## src/rtl/dram_cache_pkg.sv

```systemverilog
// Shared definitions for the DRAM cache request path: FSM states, FIFO entry
// field layout and AXI response codes used by both ends of the request FIFO.
package dram_cache_pkg;

   typedef enum logic [2:0] {
      S_IDLE,
      S_POP,
      S_RMEM,
      S_RRESP,
      S_WDATA,
      S_WRESP
   } state_t;

   localparam int FIFO_ENTRY_WIDTH = 128;
   localparam int ID_WIDTH_DEFAULT = 16;

   // The address field starts right after the ID, so its offset moves with ID width.
   localparam int RW_BIT   = 0;
   localparam int ID_LSB   = 1;
   localparam int ADDR_LSB = ID_WIDTH_DEFAULT + 1;

   localparam logic [1:0] RESP_OKAY   = 2'b00;
   localparam logic [1:0] RESP_SLVERR = 2'b10;

endpackage

```

## src/rtl/axi_resp_gen.sv

```systemverilog
// Pops one request at a time from the extractor FIFO and serves it against the
// cache data memory, returning a single-beat AXI R or B response.
module axi_resp_gen
   import dram_cache_pkg::*;
#(
   parameter int ADDR_WIDTH     = 64,
   parameter int DATA_WIDTH     = 32,
   parameter int ID_WIDTH       = 16,
   parameter int INDEX_BIT_SIZE = 4,
   parameter int TIMEOUT_CYCLES = 16
) (
   input  logic                        clk,
   input  logic                        rst,
   input  logic                        fifo_empty_i,
   output logic                        fifo_read_en_o,
   input  logic [FIFO_ENTRY_WIDTH-1:0] fifo_data_i,
   output logic [INDEX_BIT_SIZE-1:0]   mem_index_o,
   output logic                        mem_rden_o,
   output logic                        mem_wren_o,
   output logic [DATA_WIDTH-1:0]       mem_wdata_o,
   output logic [DATA_WIDTH/8-1:0]     mem_wstrb_o,
   input  logic [DATA_WIDTH-1:0]       mem_rdata_i,
   input  logic                        mem_rvalid_i,
   input  logic [DATA_WIDTH-1:0]       wdata_i,
   input  logic [DATA_WIDTH/8-1:0]     wstrb_i,
   input  logic                        wlast_i,
   input  logic                        wvalid_i,
   output logic                        wready_o,
   output logic [ID_WIDTH-1:0]         bid_o,
   output logic [1:0]                  bresp_o,
   output logic                        bvalid_o,
   input  logic                        bready_i,
   output logic [ID_WIDTH-1:0]         rid_o,
   output logic [DATA_WIDTH-1:0]       rdata_o,
   output logic [1:0]                  rresp_o,
   output logic                        rlast_o,
   output logic                        rvalid_o,
   input  logic                        rready_i
);

   localparam int ADDR_OFFSET = ID_LSB + ID_WIDTH;
   localparam int CNT_W       = $clog2(TIMEOUT_CYCLES);

   state_t                    state, state_next;
   logic [CNT_W-1:0]          cnt, cnt_next;
   logic [ID_WIDTH-1:0]       req_id, req_id_next;
   logic [ADDR_WIDTH-1:0]     req_addr;

   logic                      fifo_read_en_next;
   logic [INDEX_BIT_SIZE-1:0] mem_index_next;
   logic                      mem_rden_next;
   logic                      mem_wren_next;
   logic [DATA_WIDTH-1:0]     mem_wdata_next;
   logic [DATA_WIDTH/8-1:0]   mem_wstrb_next;
   logic                      wready_next;
   logic [ID_WIDTH-1:0]       bid_next;
   logic [1:0]                bresp_next;
   logic                      bvalid_next;
   logic [ID_WIDTH-1:0]       rid_next;
   logic [DATA_WIDTH-1:0]     rdata_next;
   logic [1:0]                rresp_next;
   logic                      rlast_next;
   logic                      rvalid_next;

   // Only the low index bits of the address and the rw/id fields matter here.
   assign req_addr = fifo_data_i[ADDR_OFFSET +: ADDR_WIDTH];

   logic unused_entry_bits;
   assign unused_entry_bits = ^{fifo_data_i, req_addr};

   always_ff @(posedge clk) begin
      if (rst) begin
         state          <= S_IDLE;
         cnt            <= '0;
         req_id         <= '0;
         fifo_read_en_o <= 1'b0;
         mem_index_o    <= '0;
         mem_rden_o     <= 1'b0;
         mem_wren_o     <= 1'b0;
         mem_wdata_o    <= '0;
         mem_wstrb_o    <= '0;
         wready_o       <= 1'b0;
         bid_o          <= '0;
         bresp_o        <= '0;
         bvalid_o       <= 1'b0;
         rid_o          <= '0;
         rdata_o        <= '0;
         rresp_o        <= '0;
         rlast_o        <= 1'b0;
         rvalid_o       <= 1'b0;
      end else begin
         state          <= state_next;
         cnt            <= cnt_next;
         req_id         <= req_id_next;
         fifo_read_en_o <= fifo_read_en_next;
         mem_index_o    <= mem_index_next;
         mem_rden_o     <= mem_rden_next;
         mem_wren_o     <= mem_wren_next;
         mem_wdata_o    <= mem_wdata_next;
         mem_wstrb_o    <= mem_wstrb_next;
         wready_o       <= wready_next;
         bid_o          <= bid_next;
         bresp_o        <= bresp_next;
         bvalid_o       <= bvalid_next;
         rid_o          <= rid_next;
         rdata_o        <= rdata_next;
         rresp_o        <= rresp_next;
         rlast_o        <= rlast_next;
         rvalid_o       <= rvalid_next;
      end
   end

   // Strobes default low so they pulse for one cycle; everything else holds.
   always_comb begin
      state_next        = state;
      cnt_next          = cnt;
      req_id_next       = req_id;
      fifo_read_en_next = 1'b0;
      mem_index_next    = mem_index_o;
      mem_rden_next     = 1'b0;
      mem_wren_next     = 1'b0;
      mem_wdata_next    = mem_wdata_o;
      mem_wstrb_next    = mem_wstrb_o;
      wready_next       = wready_o;
      bid_next          = bid_o;
      bresp_next        = bresp_o;
      bvalid_next       = bvalid_o;
      rid_next          = rid_o;
      rdata_next        = rdata_o;
      rresp_next        = rresp_o;
      rlast_next        = rlast_o;
      rvalid_next       = rvalid_o;

      case (state)
         S_IDLE: begin
            if (!fifo_empty_i) begin
               fifo_read_en_next = 1'b1;
               state_next        = S_POP;
            end
         end

         S_POP: begin
            req_id_next    = fifo_data_i[ID_LSB +: ID_WIDTH];
            mem_index_next = req_addr[INDEX_BIT_SIZE-1:0];
            if (fifo_data_i[RW_BIT]) begin
               wready_next = 1'b1;
               state_next  = S_WDATA;
            end else begin
               mem_rden_next = 1'b1;
               cnt_next      = '0;
               state_next    = S_RMEM;
            end
         end

         // Valid data wins over a timeout landing on the same cycle.
         S_RMEM: begin
            if (mem_rvalid_i) begin
               rdata_next  = mem_rdata_i;
               rresp_next  = RESP_OKAY;
               rid_next    = req_id;
               rvalid_next = 1'b1;
               rlast_next  = 1'b1;
               state_next  = S_RRESP;
            end else if (cnt == CNT_W'(TIMEOUT_CYCLES - 1)) begin
               rdata_next  = '0;
               rresp_next  = RESP_SLVERR;
               rid_next    = req_id;
               rvalid_next = 1'b1;
               rlast_next  = 1'b1;
               state_next  = S_RRESP;
            end else begin
               cnt_next = cnt + CNT_W'(1);
            end
         end

         S_RRESP: begin
            if (rready_i) begin
               rvalid_next = 1'b0;
               rlast_next  = 1'b0;
               state_next  = S_IDLE;
            end
         end

         // Multi-beat bursts are not supported: a non-last beat is consumed
         // without touching memory and answered with SLVERR.
         S_WDATA: begin
            if (wvalid_i && wready_o) begin
               wready_next = 1'b0;
               bid_next    = req_id;
               bvalid_next = 1'b1;
               state_next  = S_WRESP;
               if (wlast_i) begin
                  mem_wren_next  = 1'b1;
                  mem_wdata_next = wdata_i;
                  mem_wstrb_next = wstrb_i;
                  bresp_next     = RESP_OKAY;
               end else begin
                  bresp_next = RESP_SLVERR;
               end
            end
         end

         S_WRESP: begin
            if (bready_i) begin
               bvalid_next = 1'b0;
               state_next  = S_IDLE;
            end
         end

         default: state_next = S_IDLE;
      endcase
   end

endmodule

```

## config.mk

```make
export PLATFORM = sky130hd
export DESIGN_NAME = axi_resp_gen
export DESIGN_NICKNAME = d
export VERILOG_FILES = /design/src/rtl/dram_cache_pkg.sv /design/src/rtl/axi_resp_gen.sv
export SDC_FILE = /design/constraint.sdc
export NUM_CORES = 1
export LEC_CHECK = 0
export ABC_CLOCK_PERIOD_IN_PS = 1800
export CELL_PAD_IN_SITES_DETAIL_PLACEMENT = 2
export CELL_PAD_IN_SITES_GLOBAL_PLACEMENT = 2
export CORE_ASPECT_RATIO = 1.4
export CORE_MARGIN = 2
export CORE_UTILIZATION = 19
export CTS_CLUSTER_SIZE = 10
export DETAILED_ROUTE_END_ITERATION = 10
export PLACE_DENSITY_LB_ADDON = 0.08
export SYNTH_ARGS = -nofsm -noshare
export SYNTH_HDL_FRONTEND = slang
export SYNTH_SLANG_ARGS = --single-unit
```

## constraint.sdc

```tcl
create_clock -name clk -period 1.8 [get_ports clk]
set_input_delay 0.36 -clock clk [delete_from_list [all_inputs] [get_ports clk]]
set_output_delay 0.36 -clock clk [all_outputs]
set_load 0.05 [all_outputs]
```

==> results of run 1 <==
## layer usage
layer | GRT usage | wire (um)
met1 | 0.162 | 8740
met2 | 0.263 | 10900
met3 | 0.0551 | 1550
met4 | 0.0444 | 262
met5 | 0 | 0
## power groups by stage
stage	combinational [uW]	clock, uW	sequential, uW
6_report	1010	3860	3120
3_3_place_gp	1010	0	3190
3_5_place_dp	1030	0	3190
2_1_floorplan	388	0	3290
5_1_grt	1100	4130	3130
4_1_cts	1030	4010	3120
## placed cells by master (no fill, tap or decap), types with 2 or more instances in the layout
cell type,instances
a211oi_1,2
a21oi_1,128
a311oi_1,2
a31oi_1,2
buf_12,8
buf_4,135
bufinv_16,5
clkbuf_16,17
clkdlybuf4s50_1,95
clkinv_2,3
clkinvlp_4,5
conb_1,2
dfxtp_1,135
inv_1,2
nand2_1,74
nand2b_1,3
nand3_1,34
nand4_1,36
nor3_1,4
nor3b_2,2
o21ai_0,65
o31ai_1,38
or3b_2,3
or4_1,3
## worst max-delay path by stage
stage | end | slack [ps] | cells past startpoint
floorplan | mem_wdata_o[21]$_SDFFE_PP0P_ | 110 | 5
global placement | state[0]$_SDFFE_PP0P_ | 50 | 5
finish | rid_o[9]$_SDFFE_PP0P_ | 170 | 5
global route | rid_o[9]$_SDFFE_PP0P_ | 60 | 5
CTS | rid_o[9]$_SDFFE_PP0P_ | 130 | 5
detailed placement | mem_wdata_o[12]$_SDFFE_PP0P_ | -20 | 4
## metrics by stage
step                area, um2  hold slack, ps
global placement         7600             448
global route             8250             441
finish                   8250             435
floorplan                5260             432
CTS                      8250             414
detailed placement       7600             463
## logic make-up after synthesis
group,count (synthesis),share of synthesized area
and+or+nand+nor,170,0.163
DFF,135,0.514
other,1,0.000713
adders and majority gates,1,0.00238
AOI/OAI and AO/OA,246,0.260
muxes,1,0.00190
buffers and inverters,78,0.0583
## cell type report
type                       instances  area, um2  area share
tap                              370        463      0.0561
timing repair buffer             238       2120       0.258
clock inverter                    13        203      0.0246
sequential                       135       2700       0.328
inverter                           3       11.3     0.00137
clock buffer                      19        443      0.0537
multi-input combinational        420       2300       0.279
## sequential cells by signal, summed over array words and instances, names as in the netlist
signal and cells:
mem_wstrb_o 4, req_id 16, rid_o 16, rdata_o 32, rvalid_o 1, mem_wren_o 1, bid_o 16, wready_o 1
mem_wdata_o 32, bvalid_o 1, fifo_read_en_o 1, mem_rden_o 1, state 3, mem_index_o 4, bresp_o 1, cnt 4
rresp_o 1
## worst reg2reg max path, cell delays in order, from the launching register on
cell and delay, ps:
dfxtp_1 350, or3b_2 500, buf_4 180, buf_4 180
o21ai_0 200, a21oi_1 100
==> out/metrics.yaml, run 1 <==
power:
  p_seq_frac: 0.391
  power.switching_uw: 2050
  swShare: 0.256
  powerDensity_mw_per_mm2: 969
  design_power_total_uw: 8000
  clockPowerShare: 0.483
  vdd_ir_drop_max_mv: 0.649
  p_leak_uw: 0.00294
  internal-power_uw: 5950
  combinationalPowerShare: 0.126
cells_and_area:
  area_growth_pct: 56.8
  fillCellCount: 3144
  n_antenna_cell: 0
  final_nets: 1020
  drive_above_1_share: 0.225
  instances_no_fill: 1198
  utilization: 0.300
critical_path:
  cp.required_ps: 2100
  cp_top_family: "simple AND/OR/NAND/NOR gates"
  worst_r2r_path_depth: 5
  endpoint_kind: "flip-flop"
  path_common_cell: "buf_4"
  crit_slowest_cell: "or3b_2"
  cp-startpoint: "state[0]$_SDFFE_PP0P_"
  slowest_delay_ps: 500
  crit_fanout: 14
  crit_arrival_ps: 1930
  crit_buf_inv: 2
  r2r_setup_slack_ps: 170
  crit_path_cell_trace: "or3b_2 > buf_4 > buf_4 > o21ai_0 > a21oi_1"
  r2r_end: "rid_o[9]$_SDFFE_PP0P_"
  r2r_start: "state[0]$_SDFFE_PP0P_"
  crit_type: "reg -> reg"
  start_kind: "flip-flop"
yosys:
  syn_area_mm2: 0.00526
  yosys_warnings: 0
  async_reset_ff_frac: 0
  synth_top_area_share: 0.514
  synthCells: 632
  synth_common_cells: "135 x dfxtp_1, 128 x a21oi_1, 74 x nand2_1"
  synth_seq_cells: 135
  ys.flop_type: "dfxtp_1"
  yosys.cell_types.count: 41
  synth-edff-count: 0
  synth.most_common_cell: "dfxtp_1"
  synth_top_cell_by_area: "dfxtp_1"
  synth_area_leaders: "dfxtp_1 51%, a21oi_1 12%, o21ai_0 6.2%"
  yosysSeqAreaShare: 0.514
  avgSynthCellArea_um2: 8.32
placed_design:
  gp_congestion: 0.681
  io_buffers: 209
  post-dp-hpwl_um: 14900
  pre_cts_ws_ps: -23.9
  dp_cells: 1166
clock_network:
  postCtsSetupBuffers: 0
  numCtsBuffers: 17
  path_clk_slew_ps: 60
  cts-root-buf: "clkbuf_16"
  ctsHoldBuffers: 0
  cts_resized: 0
  cts_tree: "done"
  cts.sinks: 135
  htreeDepth: 4
  clk_path_buf_depth: 2
  clkLatencyLatePin_ps: 430
drt:
  routed-via-count: 5458
  drt_wl_total_um: 21500
  wl_per_cell_um: 17.9
  ant_nets: 0
  via_per_inst: 4.56
  drt-initial-drc-count: 131
  drt_pass1_iterations: 4
  drc: 0
worst_hold_path:
  holdCritPathClass: "in -> reg"
  holdPathEnd: "rdata_o[27]$_SDFFE_PP0P_"
  min_path_cells: 2
  worstHoldStart: "rst"
grt:
  grt_use_total: 0.148
  grt_pass1_wl_um: 33500
  grt_max_degree: 62
  antenna_found_initial: 0
  grt_pass1_vias: 6148
  grt-ovfl-total: 0
sta:
  slew_headroom: 0.528
  min_period_over_period: 0.907
  rsz0062_at_grt: "no"
  fmax_ghz: 0.612
  drv_slew: 0
  clock_skew_ps: 6.64
  tightest_slew_ps: 708
  setup_ws_ps: 167
  fin_tns_setup_ps: 0
  timing.final.hold_violations: 0
  setup_viol: 0
  period_needed_ps: 1630
floorplanning:
  dieArea_mm2: 0.0290
  initial_utilization: 0.191
  core_mm2: 0.0275
  die_width_um: 145
  rows: 72
  ioPinCount: 319
  die_h_um: 201
flow_run:
  maxCapViolCount: 0
run_status:
  status: "completed"
(Power assumes the default switching activity.)
==> inputs of run 2 (changes only) <==
--- a/config.mk
+++ b/config.mk
@@ -13,6 +13,7 @@
 export CORE_UTILIZATION = 19
 export CTS_CLUSTER_SIZE = 10
 export DETAILED_ROUTE_END_ITERATION = 10
+export GPL_TIMING_DRIVEN = 0
 export PLACE_DENSITY_LB_ADDON = 0.08
 export SYNTH_ARGS = -nofsm -noshare
 export SYNTH_HDL_FRONTEND = slang
==> out/metrics.yaml, run 2 (same netlist as run 1, synthesis figures left out) <==
run_status:
  status: "completed"  # unchanged
cells_and_area:
  final_cell_mix: "132 x dfxtp_1, 127 x a21oi_1, 111 x dlygate4sd2_1"  # was 135 x dfxtp_1, 135 x buf_4, 128 x a21oi_1
  fillCellCount: 3158  # was 3144
  area_growth_pct: 59.6  # was 56.8%
  final_nets: 1064  # was 1020
  top_regs: "mem_wdata_o: 32 flops, rdata_o: 32 flops"  # unchanged
  n_antenna_cell: 0  # unchanged
  drive_above_1_share: 0.0986  # was 0.225
  instances_no_fill: 1242  # was 1198
  mostFrequentLayoutCell: "dfxtp_1"
sta:
  tightest_slew_ps: 729  # was 708 ps
  timing.final.hold_violations: 0  # unchanged
  drv_slew: 0  # unchanged
  setup_ws_ps: 83.6  # was 167 ps
  min_period_over_period: 0.954  # was 0.907
  setup_viol: 0  # unchanged
  slew_headroom: 0.514  # was 0.528
  period_needed_ps: 1720  # was 1630 ps
  fmax_ghz: 0.583  # was 0.612 GHz
  rsz0062_at_grt: "yes"  # was no
  clock_skew_ps: 8.21  # was 6.64 ps
clock_network:
  htreeDepth: 4  # unchanged
  path_clk_slew_ps: 60  # about the same
  numCtsBuffers: 17  # unchanged
  ctsHoldBuffers: 0  # unchanged
  cts.sinks: 135  # unchanged
  cts-root-buf: "clkbuf_16"  # unchanged
  cts_tree: "done"  # unchanged
  clkLatencyLatePin_ps: 430  # about the same
  clk_path_buf_depth: 2  # unchanged
placed_design:
  io_buffers: 208  # was 209
  post-dp-hpwl_um: 18400  # was 14900 um
  dp_cells: 1211  # was 1166
  gp_congestion: 0.710  # was 0.681
  pre_cts_ws_ps: -693  # was -23.9 ps
floorplanning:
  die_width_um: 145  # unchanged
  rows: 72  # unchanged
  initial_utilization: 0.191  # unchanged
  core_mm2: 0.0275  # unchanged
  dieArea_mm2: 0.0290  # unchanged
  ioPinCount: 319  # unchanged
  die_h_um: 201  # unchanged
critical_path:
  r2r_setup_slack_ps: 100  # was 170 ps
  crit_fanout: 10  # was 14
  endpoint_kind: "flip-flop"  # unchanged
  cp.required_ps: 2140  # was 2100 ps
  r2r_start: "state[0]$_SDFFE_PP0P_"  # unchanged
  worst_r2r_path_depth: 4  # was 5
  crit_arrival_ps: 2060  # was 1930 ps
  r2r_end: "cnt[3]$_SDFFE_PP0P_"  # was rid_o[9]$_SDFFE_PP0P_
  crit_type: "in -> reg"  # was reg -> reg
  start_kind: "input pin"  # was flip-flop
worst_hold_path:
  holdCritPathClass: "in -> reg"  # unchanged
  worstHoldStart: "rst"  # unchanged
  holdPathEnd: "bvalid_o$_SDFFE_PP0P_"  # was rdata_o[27]$_SDFFE_PP0P_
  min_path_cells: 3  # was 2
drt:
  wl_met3_um: 1560  # was 1550 um
  wl_met1_um: 9070  # was 8740 um
  wl_per_cell_um: 19.0  # was 17.9 um
  top_layer_used: "met5"  # was met4
  via_per_inst: 4.58  # was 4.56
  drt-initial-drc-count: 153  # was 131
  drt_pass1_iterations: 4  # unchanged
  drt_wl_total_um: 23700  # was 21500 um
  wl_met2_um: 12600  # was 10900 um
  ant_nets: 0  # unchanged
  routed-via-count: 5692  # was 5458
  drc: 0  # unchanged
grt:
  grt_pass1_vias: 6449  # was 6148
  grt-ovfl-total: 0  # unchanged
  grt_use_total: 0.165  # was 0.148
  antenna_found_initial: 1  # was 0
  grt_max_degree: 17  # was 62
  grt_pass1_wl_um: 36600  # was 33500 um
power:
  vdd_ir_drop_max_mv: 0.606  # was 0.649 mV
  p_leak_uw: 0.00327  # was 0.00294 uW
  design_power_total_uw: 7970  # was 8000 uW
  powerDensity_mw_per_mm2: 950  # was 969 mW/mm2
flow_run:
  maxCapViolCount: 0  # unchanged
==> run 2: cell count changes in the layout (fill, tap and decap cells not counted), moves of 2 or more <==
cell           before  now
clkbuf_2            0   27
clkinvlp_4          5    2
buf_4             135    6
dlygate4sd2_1       0  111
buf_2               0    7
clkbuf_1            1   37
o21ai_0            65   61
dfxtp_1           135  132
dfxtp_2             0    2
buf_12              8    0
o21ai_1             1    5
==> run 2: critical path: stages <==
cell and delay (ps):
clkdlybuf4s50_1 610, nor4bb_2 330, clkbuf_2 240, buf_2 250, nand2_1 90, a21oi_1 170
==> run 2: stage by stage <==
step	hold WS, ps	TNS [ps]	cell area [um2]	util
after global placement	448	-50540	7810	0.284
final	414	0	8400	0.306
after CTS	417	0	8340	0.304
after detailed placement	465	-59240	7810	0.284
after global routing	462	-174	8400	0.306
after floorplan	432	0	5260	-
==> run 2: routing by layer <==
layer	vias to the layer above	track usage
met2	160	0.310
met4	2	0.0520
met3	26	0.0534
met1	2761	0.171
met5	-	0
li1	2743	-
==> run 2: power breakdown <==
part	internal (uW)	switching, uW	leakage, uW
logic	364	629	0.00187
registers	3060	65.0	0.00109
clock network	2450	1400	0.000307
==> run 2: area by class of cell <==
class / count / area [um2] / area share
plain buffers: 73 / 334 / 0.0398
clock buffers: 19 / 433 / 0.0516
repair buffers: 209 / 1940 / 0.231
well taps: 370 / 463 / 0.0551
clock inverters: 13 / 203 / 0.0241
multi-input cells: 420 / 2300 / 0.274
inverters: 3 / 11.3 / 0.00134
flip-flops and latches: 135 / 2710 / 0.323
==> run 2: worst max-delay path by stage <==
| stage | from | end | depth (start not counted) | slack [ps] |
|---|---|---|---|---|
| 5_1_grt | mem_rvalid_i | rdata_o[30]$_SDFFE_PP0P_ | 6 | -30 |
| 2_1_floorplan | wready_o$_SDFFE_PP0P_ | mem_wdata_o[21]$_SDFFE_PP0P_ | 5 | 110 |
| 4_1_cts | wready_o$_SDFFE_PP0P_ | wready_o | 1 | 10 |
| 3_3_place_gp | mem_rvalid_i | rdata_o[20]$_SDFFE_PP0P_ | 6 | -620 |
| 3_5_place_dp | wvalid_i | mem_wdata_o[22]$_SDFFE_PP0P_ | 6 | -690 |
| 6_report | mem_rvalid_i | rdata_o[30]$_SDFFE_PP0P_ | 6 | 80 |
==> run 2: timing repair <==
action | in CTS | in global routing
pin swaps | 1 | 0
endpoints found under the hold margin | 0 | 0
gates resized for setup | 140 | 45
endpoints found under the setup margin | 224 | 82
buffers inserted | 1 | 0
